File: src/rtl/mem_rd_check.sv
`default_nettype none
// ============================================================================
//  Module   : mem_rd_check
//  Purpose  : Single-outstanding memory read engine with parity checking.
//             A request is turned into a one-cycle read strobe, the memory
//             word {parity, data[7:0]} is captured two clocks after accept,
//             returned with a parity-error flag, and odd-parity captures are
//             tallied in a saturating error counter.
//  Ports    : clk, rst (async, active-high)
//             req_valid/req_ready/req_addr      - read request handshake
//             mem_read/mem_address/mem_data_out - memory read port
//             rsp_valid/rsp_ready/rsp_data/rsp_perr - response handshake
//             err_clr/err_count                 - parity error counter
//  Revision : 1.0 - initial release
// ============================================================================
module mem_rd_check #(
    parameter int ERR_W = 8
) (
    input  logic             clk,
    input  logic             rst,
    input  logic             req_valid,
    output logic             req_ready,
    input  logic [15:0]      req_addr,
    output logic             mem_read,
    output logic [15:0]      mem_address,
    input  logic [8:0]       mem_data_out,
    output logic             rsp_valid,
    input  logic             rsp_ready,
    output logic [7:0]       rsp_data,
    output logic             rsp_perr,
    input  logic             err_clr,
    output logic [ERR_W-1:0] err_count
);

    typedef enum logic [1:0] {
        S_IDLE  = 2'd0,
        S_ISSUE = 2'd1,
        S_WAIT  = 2'd2,
        S_RESP  = 2'd3
    } state_t;

    localparam logic [ERR_W-1:0] C_ERR_MAX = {ERR_W{1'b1}};
    localparam logic [ERR_W-1:0] C_ERR_ONE = ERR_W'(1);

    state_t           state_q, state_d;
    logic             mem_read_q, mem_read_d;
    logic [15:0]      addr_q, addr_d;
    logic             rsp_valid_q, rsp_valid_d;
    logic [7:0]       rsp_data_q, rsp_data_d;
    logic             rsp_perr_q, rsp_perr_d;
    logic [ERR_W-1:0] err_q, err_d;

    logic w_accept;
    logic w_parity_odd;
    logic w_capture;

    // req_ready has to follow rsp_ready in the same cycle so a response can
    // retire and a new request be taken on one edge; it is therefore decoded
    // from the state register rather than registered itself. Gating with rst
    // keeps the block from advertising readiness while held in reset.
    assign req_ready = !rst &&
                       ((state_q == S_IDLE) || ((state_q == S_RESP) && rsp_ready));

    assign w_accept     = req_valid && req_ready;
    assign w_parity_odd = ^mem_data_out;
    assign w_capture    = (state_q == S_WAIT);

    always_comb begin
        state_d     = state_q;
        mem_read_d  = 1'b0;          // strobe defaults low: never held past ISSUE
        addr_d      = addr_q;
        rsp_valid_d = rsp_valid_q;
        rsp_data_d  = rsp_data_q;
        rsp_perr_d  = rsp_perr_q;

        case (state_q)
            S_IDLE: begin
                if (w_accept) begin
                    addr_d     = req_addr;
                    mem_read_d = 1'b1;
                    state_d    = S_ISSUE;
                end
            end
            S_ISSUE: begin
                // memory samples read/address on this edge
                state_d = S_WAIT;
            end
            S_WAIT: begin
                rsp_data_d  = mem_data_out[7:0];
                rsp_perr_d  = w_parity_odd;
                rsp_valid_d = 1'b1;
                state_d     = S_RESP;
            end
            S_RESP: begin
                if (rsp_ready) begin
                    rsp_valid_d = 1'b0;
                    if (w_accept) begin
                        // retire and re-issue on the same edge, no idle bubble
                        addr_d     = req_addr;
                        mem_read_d = 1'b1;
                        state_d    = S_ISSUE;
                    end else begin
                        state_d = S_IDLE;
                    end
                end
            end
            default: state_d = S_IDLE;
        endcase
    end

    // Error counter: clear dominates a coincident odd-parity capture.
    always_comb begin
        err_d = err_q;
        if (err_clr) begin
            err_d = '0;
        end else if (w_capture && w_parity_odd && (err_q != C_ERR_MAX)) begin
            err_d = err_q + C_ERR_ONE;
        end
    end

    always_ff @(posedge clk or posedge rst) begin
        if (rst) begin
            state_q     <= S_IDLE;
            mem_read_q  <= 1'b0;
            addr_q      <= 16'h0000;
            rsp_valid_q <= 1'b0;
            rsp_data_q  <= 8'h00;
            rsp_perr_q  <= 1'b0;
            err_q       <= '0;
        end else begin
            state_q     <= state_d;
            mem_read_q  <= mem_read_d;
            addr_q      <= addr_d;
            rsp_valid_q <= rsp_valid_d;
            rsp_data_q  <= rsp_data_d;
            rsp_perr_q  <= rsp_perr_d;
            err_q       <= err_d;
        end
    end

    assign mem_read    = mem_read_q;
    assign mem_address = addr_q;
    assign rsp_valid   = rsp_valid_q;
    assign rsp_data    = rsp_data_q;
    assign rsp_perr    = rsp_perr_q;
    assign err_count   = err_q;

endmodule
`default_nettype wire
File: config.mk
export PLATFORM = sky130hd
export DESIGN_NAME = mem_rd_check
export DESIGN_NICKNAME = d
export VERILOG_FILES = /design/src/rtl/mem_rd_check.sv
export SDC_FILE = /design/constraint.sdc
export NUM_CORES = 1
export LEC_CHECK = 0
export ABC_CLOCK_PERIOD_IN_PS = 2500
export BUFFER_PORTS_ARGS = -buffer_cell sky130_fd_sc_hd__buf_2
export CAP_MARGIN = 20
export CORE_AREA = 4 4 70 66
export DETAILED_ROUTE_END_ITERATION = 8
export DIE_AREA = 0 0 74 70
export PLACE_DENSITY = 0.72
export RECOVER_POWER = 50
export SLEW_MARGIN = 0
export SYNTH_ARGS = -nofsm -noshare
export SYNTH_HDL_FRONTEND = slang
export SYNTH_SLANG_ARGS = --single-unit
File: constraint.sdc
create_clock -name clk -period 2.5 [get_ports clk]
set_input_delay 0.125 -clock clk [delete_from_list [all_inputs] [get_ports clk]]
set_output_delay 0.125 -clock clk [all_outputs]
set_load 0.02 [all_outputs]
Word-level counts from Yosys, hierarchy flattened
Index checks and enable logic that the tools add are counted.
Widths: inputs -> output; s select.
Storage, ports and cells
  flip-flop bits (word level): 37
  bits of input ports: 30
  output and inout bits: 36
  logic and storage cells: 43
Cells by class
  $add $sub $neg: 1
  equality and inequality tests: 6
  muxes and demuxes: 14
  reduce and logical (&&, ||, !) cells: 15
Operators with widths (number)
  $mux 16: 2
  $pmux 16 s2: 1
  $mux 8: 2
  $reduce_xor 9->1: 1
  $add 8x1->8 const B: 1
  $ne 8x8->1 const B: 1
  $pmux 2 s4: 1
  $reduce_and 2->1: 3
  $reduce_bool 2->1: 3
  $logic_and 1x1->1: 5
  $eq 2x2->1 const B: 2
  $mux 1: 4
  $mux 2: 2
  $ne 2x2->1 const B: 2
  $pmux 1 s2: 2
  $eq 2x1->1 const B: 1
  $logic_not 2->1: 1
  $logic_not 1->1: 1
  $logic_or 1x1->1: 1

Longest topological paths before layout
Gate-level depths: netlist of the first run.
  word-level depth: 8
  depth in mapped cells: 8
  depth with buffers taken out: 7

Worst setup path before layout of the first run
OpenSTA, ideal clock, no wires.
  path kind: flip-flop to flip-flop
  from: register state_q[0]
  to: register addr_q[0] (netlist: mem_address[0])
  setup time: 0.125 ns
  data arrival time: 2.115 ns
  required time: 2.375 ns
  slack: 0.260 ns
  cell stages (with the launch flop): 9
  path buffers: 1
  period minus slack after synthesis: 2.240 ns
  cells stage by stage: dfrtp_1 inv_1 ha_1 a21oi_1 nor2_1 nand2_1 nor2_1 buf_2 mux2_2
Between the ends
  longest elaborated chain between the ends: 8
  elaborated cells between the ends (all ways): 12
  those cells by class: 2 x eq/ne; 3 x mux; 7 x reduce/logical
Ends and longest elaborated chain
  start: declaration: RTL line 45  | state_t state_q, state_d;
  start signal: assignment: RTL line 131  | state_q <= state_d;
  $eq 2x2->1: RTL line 62  | ((state_q == S_IDLE) || ((state_q == S_RESP) && rsp_ready));
  $logic_and 1x1->1: RTL line 62
  $logic_or 1x1->1 (*): RTL line 62
  $logic_and 1x1->1 (*): RTL line 61  | assign req_ready = !rst &&
  net req_ready: RTL line 22  | output logic req_ready,
  $logic_and 1x1->1 (*): RTL line 64  | assign w_accept = req_valid && req_ready;
  $mux 16 (*)
  $mux 16
  $pmux 16 s2 (*): RTL line 76  | case (state_q)
  end signal: assignment: RTL line 133  | addr_q <= addr_d;
  end: declaration: RTL line 47  | logic [15:0] addr_q, addr_d;
The timed path passes the listed nets; every way through them passes the cells marked *. The select of a mux whose other input is x is not followed.
A chain may end at the register's enable or synchronous reset.

Worst setup path in the final report of the first run
  from: register err_q[0] (netlist: err_count[0])
  to: register err_q[7] (netlist: err_count[7])
Between the ends
  longest elaborated chain between the ends: 3
  elaborated cells between the ends (all ways): 6
  those cells by class: 1 x add/sub; 1 x eq/ne; 2 x mux; 2 x reduce/logical
Ends and longest elaborated chain
  start: declaration: RTL line 51  | logic [ERR_W-1:0] err_q, err_d;
  start signal: assignment: RTL line 137  | err_q <= err_d;
  $add 8x1->8 / $ne 8x8->1 (equally long branches): RTL line 117, 116
  $mux 8 / $logic_and 1x1->1 (equally long branches): RTL line 116  | end else if (w_capture && w_parity_odd && (err_q != C_ERR_MAX)) begin
  $mux 8 / $reduce_bool 2->1 (equally long branches)
Parallel ways exist; a longest one is shown, timed or not. The select of a mux whose other input is x is not followed.

==> reports/results.ini, run 1 <==
[outcome]
status = finished clean

[layout]
syn2layout_area_growth_pct = 27.34
layout.nets = 242
layout-drive-gt1-share_pct = 31.73
n_antenna_cell = 0

[timing]
setup_viol = 0
slew_headroom_pct = 62.17
period_needed_ns = 2.263
drv_slew = 0
finalSetupTns_ns = 0
hold_viol = 0
worstMarginPinSlew_ns = 0.5675
period_share_pct = 90.52
worst_clock_skew_ns = 0.003708
rsz0062_at_grt = false
fmax_mhz = 441.9

[floorplanning]
die_width_um = 74
die-area_mm2 = 0.005180
initial_core_util_pct = 42.78
rows = 22
io_pins = 66
die_h_um = 70
core_area_mm2 = 0.003936

[clock_tree]
htreeDepth = 2
insertion_delay_ns = 0.28
clockBufferDepth = 2
cts_inserted_buffers = 5
ctsRootBufferMaster = clkbuf_8
clock-sinks = 37
cts_tree = built
clk_transition_reported_paths_ns = 0.07

[min_path]
min_path_cells = 2
min_from = req_addr[13]
hp-class = input pin to flop
hold_end = mem_address[13]

[power_and_ir_drop]
p_sw_mw = 0.9557
pwr-share-clk_pct = 18.0
pwr-share-seq_pct = 39.2
p_sw_share_pct = 38.56
power_frac_comb_pct = 42.8
total_power_mw = 2.479
internal-power_mw = 1.523
ir_worst_vdd_mv = 0.6894
p_leak_nw = 0.9677
power_per_cell_area_mw_per_mm2 = 1156

[yosys]
synthTopCellsByArea = dfrtp_1, mux2_2, ha_1, a21oi_1, o21ai_0
ys_warn_count = 0
syn_area_mm2 = 0.001684
synth_area_per_cell_um2 = 12.57
synthDominantCellAreaShare_pct = 54.98
ys_seq_area_share_pct = 54.98
syn-num-nets = 169
ys_top_cells_by_count = dfrtp_1, mux2_2, a21oi_1
yosysMostFrequentCell = dfrtp_1
synth_edf_count = 0
synth_ff_type = dfrtp_1
synth_cells = 134
async_flop_share_pct = 100.0
synth_top_cell_by_area = dfrtp_1
synthDistinctLibCells = 29
ys_seq_elements = 37

[setup_path]
slowest_delay_ns = 0.51
path_class = flop to flop
rrSetupSlack_ns = 0.24
end_kind = flop
path_max_fanout = 14
rr_startpoint = err_count[0]
critPathRequiredTime_ns = 2.71
regToRegEndpoint = err_count[7]
ff2ff_path_depth = 6
critPathArrivalTime_ns = 2.47
cp-start-kind = flop
crit_path_top_delay_cell = or4_1
worstPathCellList = ha_1 -> and3_1 -> a211o_1 -> mux2_4 -> or4_1 -> a21oi_1

[global_routing]
grt_pass1_vias = 1231
grt_overflow = 0
gr-usage-all-layers_pct = 13.62
antenna_found_initial = 0
grt_pass1_wl_mm = 5.582
grt_max_degree = 17

[placed_design]
hpwl_mm = 2.585
place_congestion = 0.8068
port_buffers = 65

[drt]
dr.pass1.iters = 3
top_layer_used = met4
routedWlPerCell_um = 13.03
met3WireLength_um = 215
remaining_drc_errors = 0
m1WireLength_mm = 1.505
drt_iter0_drc = 64
ant_nets = 0
met2_length_mm = 1.604
routed_via_density = 4.984
vias = 1276
drt_wl_total_mm = 3.336

[job]
drv_cap = 0

[worst max-delay path, delay by kind of cell, from the launching register on]
family / cells / cell delay (ns)
and+or+nand+nor: 2 / 0.70
adders and majority gates: 1 / 0.27
DFF: 1 / 0.43
muxes: 1 / 0.34
AOI/OAI and AO/OA: 2 / 0.44
[timing repair]
item	in CTS	in global routing
setup buffers	0	0
hold endpoints to repair	13	0
gates resized for setup	0	0
hold buffers	1	0
[sequential cells by signal, summed over array words and instances (netlist names)]
name,flops
mem_address,16
err_count,8
rsp_data,8
state_q,2
mem_read,1
rsp_perr,1
rsp_valid,1
[layout make-up]
| type | count | area, um^2 |
|---|---|---|
| well taps | 48 | 60.06 |
| flip-flops and latches | 37 | 925.9 |
| repair buffers | 70 | 316.6 |
| inverters | 6 | 22.52 |
| clock buffers | 7 | 96.34 |
| fillers | 372 | 1792 |
| clock inverters | 1 | 5.005 |
| multi-input cells | 87 | 718.2 |
[metrics by stage]
step | cells | hold slack (ns) | utilization (%) | setup slack (ns) | cell area (um^2)
global placement | 247 | 0.2301 | 52.89 | 0.3202 | 2082
finish | 256 | 0.07592 | 54.48 | 0.2370 | 2145
detailed placement | 247 | 0.2285 | 52.89 | 0.2219 | 2082
floorplan | 134 | 0.2570 | - | 0.2604 | 1684
CTS | 256 | 0.06362 | 55.72 | 0.2290 | 2193
global route | 256 | 0.05673 | 54.48 | 0.1273 | 2145
[worst max-delay path by stage]
stage	start	to
after floorplan	state_q[0]	mem_address[0]
after global placement	err_count[0]	err_count[7]
after detailed placement	err_count[0]	err_count[7]
after CTS	err_count[0]	err_count[7]
after global routing	err_count[0]	err_count[5]
final	err_count[0]	err_count[7]
[per-layer routing]
metal / up-vias / GRT usage [%]
met5: - / 0
met2: 38 / 21.36
li1: 621 / -
met4: 0 / 3.018
met1: 615 / 18.01
met3: 2 / 4.748
[cells in the final DEF (no fill, tap or decap)]
master         count
buf_4              3
o21ai_0            7
o31ai_1            2
nor2_1             5
xor3_1             1
xnor2_1            3
a211o_1            1
nand3b_1           1
xor2_1             2
or3_1              4
mux2_2            25
mux2i_1            1
nand3_1            4
or4_1              2
dfrtp_1           37
dlygate4sd3_1      1
clkbuf_8           7
buf_2             29
clkbuf_1          37
ha_1               5
nor2b_1            1
nand2_1            7
a31oi_1            1
mux2_4             1
o311ai_0           1
xnor3_1            1
and4_1             1
clkinv_2           1
a21oi_1            9
inv_1              6
nand2b_1           1
and3_1             1
[kinds of logic (layout without fill, tap and decap cells)]
| group | Yosys count | count (layout) | share of synthesized area, % |
|---|---|---|---|
| AOI/OAI and AO/OA | 21 | 21 | 7.058 |
| xor gates and xnor gates | 7 | 7 | 5.349 |
| adders and majority gates | 5 | 5 | 3.715 |
| buffers and inverters | 10 | 84 | 2.377 |
| DFF | 37 | 37 | 54.98 |
| muxes | 27 | 27 | 18.20 |
| and+or+nand+nor | 27 | 27 | 8.322 |
[power groups by stage]
stage / Sequential (mW) / Clock, mW / Combinational [mW]
2_1_floorplan: 1.26 / 0 / 0.494
3_3_place_gp: 0.971 / 0 / 1.12
3_5_place_dp: 0.977 / 0 / 1.14
4_1_cts: 0.970 / 0.469 / 1.14
5_1_grt: 1.00 / 0.498 / 1.16
6_report: 0.971 / 0.446 / 1.06
(Power assumes the default switching activity.)
==> run 2: changes to the inputs <==
Settings changed: ABC_CLOCK_PERIOD_IN_PS 2500 to 2200.
Clock period 2.5 ns to 2.2 ns, I/O delays scaled along.
==> reports/results.ini, run 2 (synthesized netlist as in run 1, its figures left out) <==
[drt]
vias = 1312  ; +2.8%
ant_nets = 0  ; unchanged
drt_iter0_drc = 60  ; -6.3%
dr.pass1.iters = 4  ; +1
routedWlPerCell_um = 13.10  ; +0.53%
drt_wl_total_mm = 3.393  ; +1.7%
remaining_drc_errors = 0  ; unchanged
routed_via_density = 5.066  ; +1.6%

[clock_tree]
htreeDepth = 2  ; unchanged
clockBufferDepth = 2  ; unchanged
clk_transition_reported_paths_ns = 0.07  ; about the same
insertion_delay_ns = 0.28  ; about the same
cts_inserted_buffers = 5  ; unchanged
clock-sinks = 37  ; unchanged
cts_tree = built
ctsRootBufferMaster = clkbuf_8

[floorplanning]
rows = 22  ; unchanged
die-area_mm2 = 0.005180  ; unchanged
initial_core_util_pct = 42.78  ; unchanged
io_pins = 66  ; unchanged
die_width_um = 74  ; unchanged
core_area_mm2 = 0.003936  ; unchanged
die_h_um = 70  ; unchanged

[power_and_ir_drop]
ir_worst_vdd_mv = 0.5829  ; -15%
power_per_cell_area_mw_per_mm2 = 1280  ; +11%
p_leak_nw = 1.033  ; +6.8%
total_power_mw = 2.792  ; +13%

[global_routing]
gr-usage-all-layers_pct = 13.15  ; -0.47 points
grt_overflow = 0  ; unchanged
grt_max_degree = 17  ; unchanged
grt_pass1_wl_mm = 5.382  ; -3.6%
grt_pass1_vias = 1231  ; unchanged
antenna_found_initial = 0  ; unchanged

[layout]
n_antenna_cell = 0  ; unchanged
mostFrequentLayoutCell = buf_2
design_area_mm2 = 0.002181  ; +1.7%
largest_reg_flops = 16  ; unchanged
layout-drive-gt1-share_pct = 41.71  ; +10 points
layout.nets = 247  ; +2.1%
mostFrequentLayoutCells = buf_2, dfrtp_1, mux2_2, clkbuf_1, a21oi_1
instances_no_fill = 259  ; +1.2%
syn2layout_area_growth_pct = 29.49

[setup_path]
path_max_fanout = 9  ; -5
end_kind = flop
critPathArrivalTime_ns = 2.34  ; -0.13 ns
cp-start-kind = flop
critPathRequiredTime_ns = 2.42  ; -0.29 ns
path_class = flop to flop

[timing]
fmax_mhz = 471.8  ; +6.8%
worst_clock_skew_ns = 0.006354  ; +0.002646 ns
worstMarginPinSlew_ns = 0.8620  ; +0.2945 ns
setup_viol = 0  ; unchanged
slew_headroom_pct = 42.54  ; -20 points
hold_viol = 0  ; unchanged
drv_slew = 0  ; unchanged
period_needed_ns = 2.120  ; -0.1434 ns
period_share_pct = 96.35  ; +5.8 points

[outcome]
status = finished clean

[placed_design]
hpwl_mm = 2.568  ; -0.66%
port_buffers = 65  ; unchanged
dpl.cell_count = 250  ; +1.2%
place_congestion = 0.7599  ; -5.8%
dpl-instance-area_mm2 = 0.002107  ; +1.2%

[job]
drv_cap = 0  ; unchanged

[min_path]
hp-class = input pin to flop

## run 2: critical path, stage by stage (launching register included)
cell     delay, ns
dfrtp_1       0.42
ha_2          0.19
and3_1        0.17
a211o_1       0.28
mux2_4        0.31
or4_1         0.53
a21oi_2       0.14
## run 2: timing repair
action                                 in CTS  in global routing
gates resized for setup                     0                  2
buffers inserted                            0                  2
hold buffers                                1                  0
endpoints found under the hold margin       6                  0
setup endpoints to repair                   0                  3
## run 2: area by class of cell
type	count	area, um^2
fill	367	1755
clock buffer	5	68.82
tap	48	60.06
clock inverter	1	5.005
inverter	6	22.52
timing repair buffer	75	371.6
multi-input combinational	87	726.9
sequential	37	925.9
## run 2: worst paths after layout
path	slack, ns	start	depth (start not counted)	to
hold reg to reg	0.49	rsp_valid	2	rsp_valid
hold / removal	0.05	req_addr[11]	2	mem_address[11]
setup / recovery	0.08	err_count[1]	6	err_count[7]
setup reg to reg	0.08	err_count[1]	6	err_count[7]
max in group asynchronous	0.81	rst	4	err_count[0]
min in group asynchronous	0.32	rst	3	rsp_data[4]
## run 2: routing by layer
| layer | wire (um) | vias to the layer above | part of all wire [%] | GRT usage, % |
|---|---|---|---|---|
| met4 | 22 | 0 | 0.65 | 3.018 |
| met2 | 1591 | 46 | 47 | 21.16 |
| met3 | 233 | 3 | 6.9 | 4.748 |
| li1 | - | 630 | - | - |
| met1 | 1545 | 633 | 46 | 16.70 |
| met5 | 0 | - | 0 | 0 |
## run 2: report_power, final
group | switching, mW | internal [mW]
Combinational | 0.727 | 0.533
Clock | 0.223 | 0.208
Sequential | 0.141 | 0.959
Total | 1.09 | 1.70
## run 2: metrics by stage
stage	hold WS, ns	setup TNS [ns]	setup slack (ns)	utilization, %
after floorplan	0.2420	0	0.01703	-
after global placement	0.08307	0	0.1325	53.53
after detailed placement	0.08362	0	0.07334	53.53
after CTS	0.04549	0	0.07345	55.66
after global routing	0.04322	-0.006340	-0.006340	55.40
final	0.05433	0	0.08039	55.40
